--- src/rtl/cla_pkg.sv ---
// Shared types and configuration helpers for the pipelined carry-look-ahead adder.
// The stage payload is sized for the widest supported operand; unused upper bits stay zero.
package cla_pkg;

  localparam int CLA_WIDTH     = 32;
  localparam int CLA_BLOCK     = 8;
  localparam int NBLK          = CLA_WIDTH / CLA_BLOCK;
  localparam int CLA_MAX_WIDTH = 128;

  typedef struct packed {
    logic                     valid;
    logic                     carry;
    logic                     ovf;
    logic [CLA_MAX_WIDTH-1:0] psum;
    logic [CLA_MAX_WIDTH-1:0] aop;
    logic [CLA_MAX_WIDTH-1:0] bop;
  } cla_stage_t;

  function automatic bit cla_cfg_ok(input int width, input int block);
    return (block > 0) && (width >= block) && ((width % block) == 0) &&
           (width <= CLA_MAX_WIDTH);
  endfunction

  function automatic int cla_nblk(input int width, input int block);
    return (block > 0) ? (width / block) : NBLK;
  endfunction

endpackage

--- src/rtl/cla_slice.sv ---
// Combinational BLOCK-bit carry-look-ahead slice; also exposes the carry into its MSB
// so the last stage can derive signed overflow.
module cla_slice
  import cla_pkg::*;
#(
  parameter int BLOCK = CLA_BLOCK
) (
  input  logic [BLOCK-1:0] a,
  input  logic [BLOCK-1:0] b,
  input  logic             cin,
  output logic [BLOCK-1:0] sum,
  output logic             cout,
  output logic             c_msb
);

  logic [BLOCK-1:0] g_s;
  logic [BLOCK-1:0] p_s;
  logic [BLOCK:0]   c_s;
  logic             term_s;
  logic             prop_s;

  assign g_s = a & b;
  assign p_s = a ^ b;

  // Each carry is a flat sum of generate terms gated by propagate chains, not a ripple.
  always_comb begin
    c_s    = '0;
    term_s = 1'b0;
    prop_s = 1'b0;
    c_s[0] = cin;
    for (int i = 0; i < BLOCK; i++) begin
      term_s = g_s[i];
      prop_s = p_s[i];
      for (int j = i - 1; j >= 0; j--) begin
        term_s = term_s | (prop_s & g_s[j]);
        prop_s = prop_s & p_s[j];
      end
      c_s[i+1] = term_s | (prop_s & cin);
    end
  end

  assign sum   = p_s ^ c_s[BLOCK-1:0];
  assign cout  = c_s[BLOCK];
  assign c_msb = c_s[BLOCK-1];

endmodule

--- src/rtl/pipelined_cla_adder.sv ---
// Pipelined CLA adder/subtractor: one BLOCK-bit slice per stage, valid/ready handshake,
// the whole pipeline advances together and freezes while the result is backpressured.
module pipelined_cla_adder
  import cla_pkg::*;
#(
  parameter int WIDTH = CLA_WIDTH,
  parameter int BLOCK = CLA_BLOCK
) (
  input  logic             clk,
  input  logic             rst,
  input  logic             in_valid,
  output logic             in_ready,
  input  logic [WIDTH-1:0] a,
  input  logic [WIDTH-1:0] b,
  input  logic             c_in,
  input  logic             sub,
  output logic             out_valid,
  input  logic             out_ready,
  output logic [WIDTH-1:0] sum,
  output logic             c_out,
  output logic             ovf
);

  localparam int NSTG = cla_nblk(WIDTH, BLOCK);

  generate
    if (!cla_cfg_ok(WIDTH, BLOCK)) begin : g_bad_cfg
      $error("pipelined_cla_adder: WIDTH must be a multiple of BLOCK, >= BLOCK and <= CLA_MAX_WIDTH");
    end
  endgenerate

  logic             adv_s;
  logic [WIDTH-1:0] bx_s;
  logic             cx_s;
  cla_stage_t       fresh_s;
  cla_stage_t       src_s  [NSTG];
  cla_stage_t       nxt_s  [NSTG];
  cla_stage_t       pipe_r [NSTG];

  logic [BLOCK-1:0] sl_a_s    [NSTG];
  logic [BLOCK-1:0] sl_b_s    [NSTG];
  logic [BLOCK-1:0] sl_sum_s  [NSTG];
  logic             sl_cin_s  [NSTG];
  logic             sl_cout_s [NSTG];
  logic             sl_cmsb_s [NSTG];

  assign adv_s    = !out_valid || out_ready;
  assign in_ready = adv_s;
  assign bx_s     = sub ? ~b : b;
  assign cx_s     = sub ? 1'b1 : c_in;

  // Gather each stage's source payload and cut out the operand slice it works on.
  always_comb begin
    fresh_s                 = '0;
    fresh_s.valid           = in_valid;
    fresh_s.carry           = cx_s;
    fresh_s.aop[WIDTH-1:0]  = a;
    fresh_s.bop[WIDTH-1:0]  = bx_s;
    src_s[0]                = fresh_s;
    for (int k = 1; k < NSTG; k++) begin
      src_s[k] = pipe_r[k-1];
    end
    for (int k = 0; k < NSTG; k++) begin
      sl_a_s[k]   = src_s[k].aop[k*BLOCK +: BLOCK];
      sl_b_s[k]   = src_s[k].bop[k*BLOCK +: BLOCK];
      sl_cin_s[k] = src_s[k].carry;
    end
  end

  generate
    for (genvar k = 0; k < NSTG; k++) begin : g_stage
      cla_slice #(
        .BLOCK (BLOCK)
      ) u_slice (
        .a     (sl_a_s[k]),
        .b     (sl_b_s[k]),
        .cin   (sl_cin_s[k]),
        .sum   (sl_sum_s[k]),
        .cout  (sl_cout_s[k]),
        .c_msb (sl_cmsb_s[k])
      );
    end
  endgenerate

  // Merge each slice result into its payload; finished sums and pending operands ride along.
  always_comb begin
    for (int k = 0; k < NSTG; k++) begin
      nxt_s[k]                          = src_s[k];
      nxt_s[k].psum[k*BLOCK +: BLOCK]   = sl_sum_s[k];
      nxt_s[k].carry                    = sl_cout_s[k];
      nxt_s[k].ovf                      = sl_cmsb_s[k] ^ sl_cout_s[k];
    end
  end

  // Pipeline registers: clear on reset, shift together on advance, otherwise hold.
  always_ff @(posedge clk) begin
    if (rst) begin
      for (int k = 0; k < NSTG; k++) begin
        pipe_r[k] <= '0;
      end
    end else if (adv_s) begin
      for (int k = 0; k < NSTG; k++) begin
        pipe_r[k] <= nxt_s[k];
      end
    end
  end

  assign out_valid = pipe_r[NSTG-1].valid;
  assign sum       = pipe_r[NSTG-1].psum[WIDTH-1:0];
  assign c_out     = pipe_r[NSTG-1].carry;
  assign ovf       = pipe_r[NSTG-1].ovf;

endmodule

--- config.mk ---
export PLATFORM = sky130hd
export DESIGN_NAME = pipelined_cla_adder
export DESIGN_NICKNAME = d
export VERILOG_FILES = /design/src/rtl/cla_pkg.sv /design/src/rtl/cla_slice.sv /design/src/rtl/pipelined_cla_adder.sv
export SDC_FILE = /design/constraint.sdc
export NUM_CORES = 1
export LEC_CHECK = 0
export ABC_AREA = 1
export CAP_MARGIN = 20
export CORE_UTILIZATION = 45
export DETAILED_ROUTE_END_ITERATION = 8
export PLACE_DENSITY = 0.74
export SYNTH_ARGS = -nofsm -noshare
export SYNTH_HDL_FRONTEND = slang
export SYNTH_HIERARCHICAL = 1
export SYNTH_SLANG_ARGS = --single-unit
--- constraint.sdc ---
create_clock -name clk -period 10.3 [get_ports clk]
set_clock_uncertainty 0.05 [all_clocks]
set_input_delay 1.545 -clock clk [delete_from_list [all_inputs] [get_ports clk]]
set_output_delay 1.545 -clock clk [all_outputs]
set_load 0.02 [all_outputs]
# After elaboration in Yosys (flattened, before gate mapping)
# Memories as Yosys holds them, arrays and structs flattened.
# Index checks and enable logic that the tools add are counted.
[op_classes] n_addsub=0 mul=0 div_mod_pow=0 magnitude_cmp=0 eq_ne=0 shift=0 muxes=11 bitwise_logic=421 n_reduce_logical=2
[ops] cell="$mux 387" count=4
[ops] cell="$and 1x1->1" count=256
[ops] cell="$or 1x1->1" count=148
[ops] cell="$xor 8x8->8" count=8
[ops] cell="$and 8x8->8" count=4
[ops] cell="$mux 32" count=1
[ops] cell="$not 32->32" count=1
[ops] cell="$mux 1" count=6
[ops] cell="$xor 1x1->1" count=4
[ops] cell="$logic_not 1->1" count=1
[ops] cell="$logic_or 1x1->1" count=1
[word_totals] regBits=0 latchBits=0 ram_bits=1548 rom_bits=0 input_bits=70 mem_count=1
[memory_table] memory="pipe_r" words=4 width=387 read_ports=4 rd_ports_with_merged_regs=0 wr=4 line="pipelined_cla_adder.sv:38" rtl="cla_stage_t pipe_r [NSTG];"

# Longest topological paths before layout
[logic_depth] ltp_word=14 ltp_mapped=15 ltp_nobuf=13

# By module
# The synthesis kept the hierarchy.
[by_module_without_submodules] module="pipelined_cla_adder" instances=1 cells_per_inst=671 area_each_um2=7573.5
[by_module_without_submodules] module="cla_slice at g_stage[1].u_slice ..." instances=2 cells_per_inst=73 area_each_um2=444.2
[by_module_without_submodules] module="cla_slice at g_stage[0].u_slice" instances=1 cells_per_inst=77 area_each_um2=455.4
[by_module_without_submodules] module="cla_slice at g_stage[3].u_slice" instances=1 cells_per_inst=73 area_each_um2=441.7

# Worst setup path before layout
# OpenSTA, ideal clock, no wires.
[synth_timing] path_kind="input to register" from="input rst" to="memory pipe_r[0][10] in the netlist's numbering, enable pin" setup_ns=1.948 arrival_ns=5.709 setup_slack_ns=2.593 cell_stages=2 path_buffers=0 cell_sequence="inv_1 nand3_1"
[synth_rtl] item="start: declaration" line="pipelined_cla_adder.sv:10" rtl="input logic rst,"
[synth_rtl] item="end: declaration" line="pipelined_cla_adder.sv:38"

# Worst setup path after layout
[layout_timing] from="input out_ready" to="output in_ready"
[layout_via] elab_chain_len=1
[layout_rtl] item="start: declaration" line="pipelined_cla_adder.sv:18" rtl="input logic out_ready,"
[layout_rtl] item="$logic_or 1x1->1" line="pipelined_cla_adder.sv:47" rtl="assign adv_s = !out_valid || out_ready;"
[layout_rtl] item="end: declaration" line="pipelined_cla_adder.sv:12" rtl="output logic in_ready,"
# Every way passes these cells.

==> results_dict.tcl <==
set metrics [dict create \
    status "finished clean" \
    endpoint_kind "output pin" \
    path_common_cell "clkdlybuf4s50_1" \
    finalMaxSlewViolations 0 \
    ir_drop_mv 0.1060 \
    critPathKind "in2out" \
    top_register "pipe_r" \
    ys_types 22 \
    crit_path_max_incr_delay_ns 0.62 \
    worst_slew_pin_slew_ns 1.053 \
    syn_nets 1077 \
    grt_start_max_net_pins 186 \
    avgViaCountPerCell 4.339 \
    ys.flop_type "edfxtp_1" \
    ys_seq_elements 185 \
    path_buf_inv 3 \
    rsz0062_at_grt "no" \
    grt.met2_usage 0.2295 \
    syn_area_mm2 0.009359 \
    grtUsageTotal 0.1391 \
    wire_per_inst_um 10.49 \
    clk_pin_slew_ns 0.07 \
    p_leak_uw 0.005173 \
    yosysSeqAreaShare 0.5936 \
    maxCapViolCount 0 \
    path_delay_family "buffers and inverters" \
    finalSetupTns_ns 0 \
    numCtsBuffers 17 \
    clk_latency_ns 0.43 \
    h-tree-depth 4 \
    root_buffer "clkbuf_16" \
    met1_usage 0.1783 \
    placed_area_mm2 0.01051 \
    finalNetCount 1176 \
    netlist_instances 967 \
    place_inst 1315 \
    gp_congestion 0.7936 \
    wirelength_um 14150 \
    final_util 0.5492 \
    final_area_mm2 0.01115 \
    met3_usage 0.03344 \
    period_share 0.4266 \
    antenna_cells 0 \
    dp_hpwl_um 9422 \
    yosysWarnings 6 \
    cp.arrival_ns 2.80 \
    power_uw 1769 \
    post_cts_buffers 0 \
    floorplan.initialDensity 0.4610 \
    drc 0 \
    die_area_mm2 0.02138 \
    avgSynthCellArea_um2 9.678 \
    reg_top3 "pipe_r (185)" \
    finalSetupViolCount 0 \
    cts_tree "done" \
    min_path_type "reg2reg" \
    fin_cells 1349 \
    fmax_mhz 227.6 \
    gr-max-usage-layer "met2" \
    path_max_fanout 2 \
    ios 106 \
    core-area_mm2 0.02030 \
    antenna_found_initial 0 \
    die_x_um 146.2 \
    grt_pass1_wl_um 24110 \
    cp_slowest_cell "clkdlybuf4s50_1" \
    io_buffers 105 \
    vias 5853 \
    ctsResizeCount 0 \
    final-hold-violation-count 0 \
    crit_path_start_kind "input pin" \
    area_growth_pct 19.13 \
    slew_headroom 0.2983 \
    drtIter0Drc 347 \
    ctsHoldBuffers 0 \
    synth-async-reset-ratio 0 \
    synth_edf_count 185 \
    grt_overflow 0 \
    drt-pass1-iter-count 5 \
    cts.sinks 185 \
    row_count 52 \
    path_cells "clkdlybuf4s50_1 -> inv_2 -> nand2_2 -> clkdlybuf4s50_1" \
    critPathRequiredTime_ns 8.71 \
    fin_crit_ns 4.394 \
    drive_above_1_share 0.06487 \
    largest_reg_flops 185 \
    drtAntennaViolNets 0 \
    cts_buffer_depth 2 \
    p_per_area_mw_per_mm2 158.6 \
    fp.dieH_um 146.2 \
    grt_pass1_vias 5500 \
]
[synth_stat cells (6+ instances only)]
| master | instances | area (um^2) |
|---|---|---|
| nand2_2 | 22 | 137.6 |
| inv_1 | 221 | 829.6 |
| buf_6 | 21 | 236.5 |
| nand3_1 | 33 | 165.2 |
| a21oi_2 | 6 | 52.55 |
| xor2_1 | 23 | 201.4 |
| nor3_1 | 8 | 40.04 |
| edfxtp_1 | 185 | 5555 |
| a21oi_1 | 6 | 30.03 |
| nand2_1 | 159 | 596.8 |
| ha_1 | 36 | 450.4 |
| nor2_1 | 213 | 799.5 |
| nand4_1 | 12 | 75.07 |
[worst register-to-register path, delay by kind of cell, from the launching register on]
| family | cells | cell delay (ns) |
|---|---|---|
| buffers and inverters | 4 | 1.44 |
| flip-flops | 1 | 0.46 |
| AND/OR/NAND/NOR | 1 | 0.11 |
[power by group]
| part | internal [uW] | leakage [uW] | switching [uW] | total, uW |
|---|---|---|---|---|
| Combinational | 100 | 0.00270 | 131 | 231 |
| Sequential | 892 | 0.00219 | 18.7 | 911 |
| Clock | 342 | 0.000279 | 285 | 626 |
[layout by cell type (no fill, tap or decap), types with 2 or more instances in the layout]
master,synthesis,routed
xor2_1,23,23
buf_4,3,3
nor2_1,213,213
nand4_1,12,12
nor3_1,8,8
fa_1,4,4
a21oi_2,6,6
ha_1,36,36
clkinv_4,0,4
inv_6,0,2
inv_2,2,2
clkinvlp_4,0,3
nand2_2,22,21
a21oi_1,6,6
nand2_1,159,159
inv_8,0,3
clkdlybuf4s50_1,0,105
clkinv_2,1,2
buf_16,0,2
edfxtp_1,185,185
inv_1,221,221
clkbuf_16,0,17
o21bai_1,4,4
nand3_1,33,32
[path summary, 6_finish.rpt]
| path | from | endpoint | slack (ns) | cells past startpoint |
|---|---|---|---|---|
| setup / recovery | out_ready | in_ready | 5.91 | 4 |
| hold / removal | pipe_r[1][25] | pipe_r[2][25] | 0.49 | 2 |
| setup reg to reg | pipe_r[3][386] | pipe_r[2][271] | 7.88 | 5 |
| hold reg to reg | pipe_r[1][25] | pipe_r[2][25] | 0.49 | 2 |
[final cells by class]
cell class / instances / area (um^2)
Sequential cell: 185 / 5555
Timing Repair Buffer: 110 / 1129
Inverter: 224 / 842.1
Clock inverter: 15 / 160.2
Fill cell: 1749 / 9150
Multi-Input combinational cell: 528 / 2700
Tap cell: 270 / 337.8
Clock buffer: 17 / 425.4
[through the flow]
stage	setup WS [ns]	hold slack, ns
2_1_floorplan	2.593	0.4691
3_3_place_gp	5.699	0.4707
3_5_place_dp	5.668	0.4792
4_1_cts	5.903	0.4964
5_1_grt	5.843	0.5141
6_report	5.906	0.4908
[routing by layer]
metal  vias to the layer above  routed length, um
met5                         -                  0
met4                         0                170
met3                        16                667
met2                       153               6467
met1                      2511               6842
li1                       3173                  -
[cells by family after synthesis]
family | synth area share
simple gates | 0.1945
buf+inv | 0.1207
flops | 0.5936
fa+ha+maj | 0.05668
xor+xnor | 0.02246
compound gates | 0.01203
(Power assumes the default switching activity.)
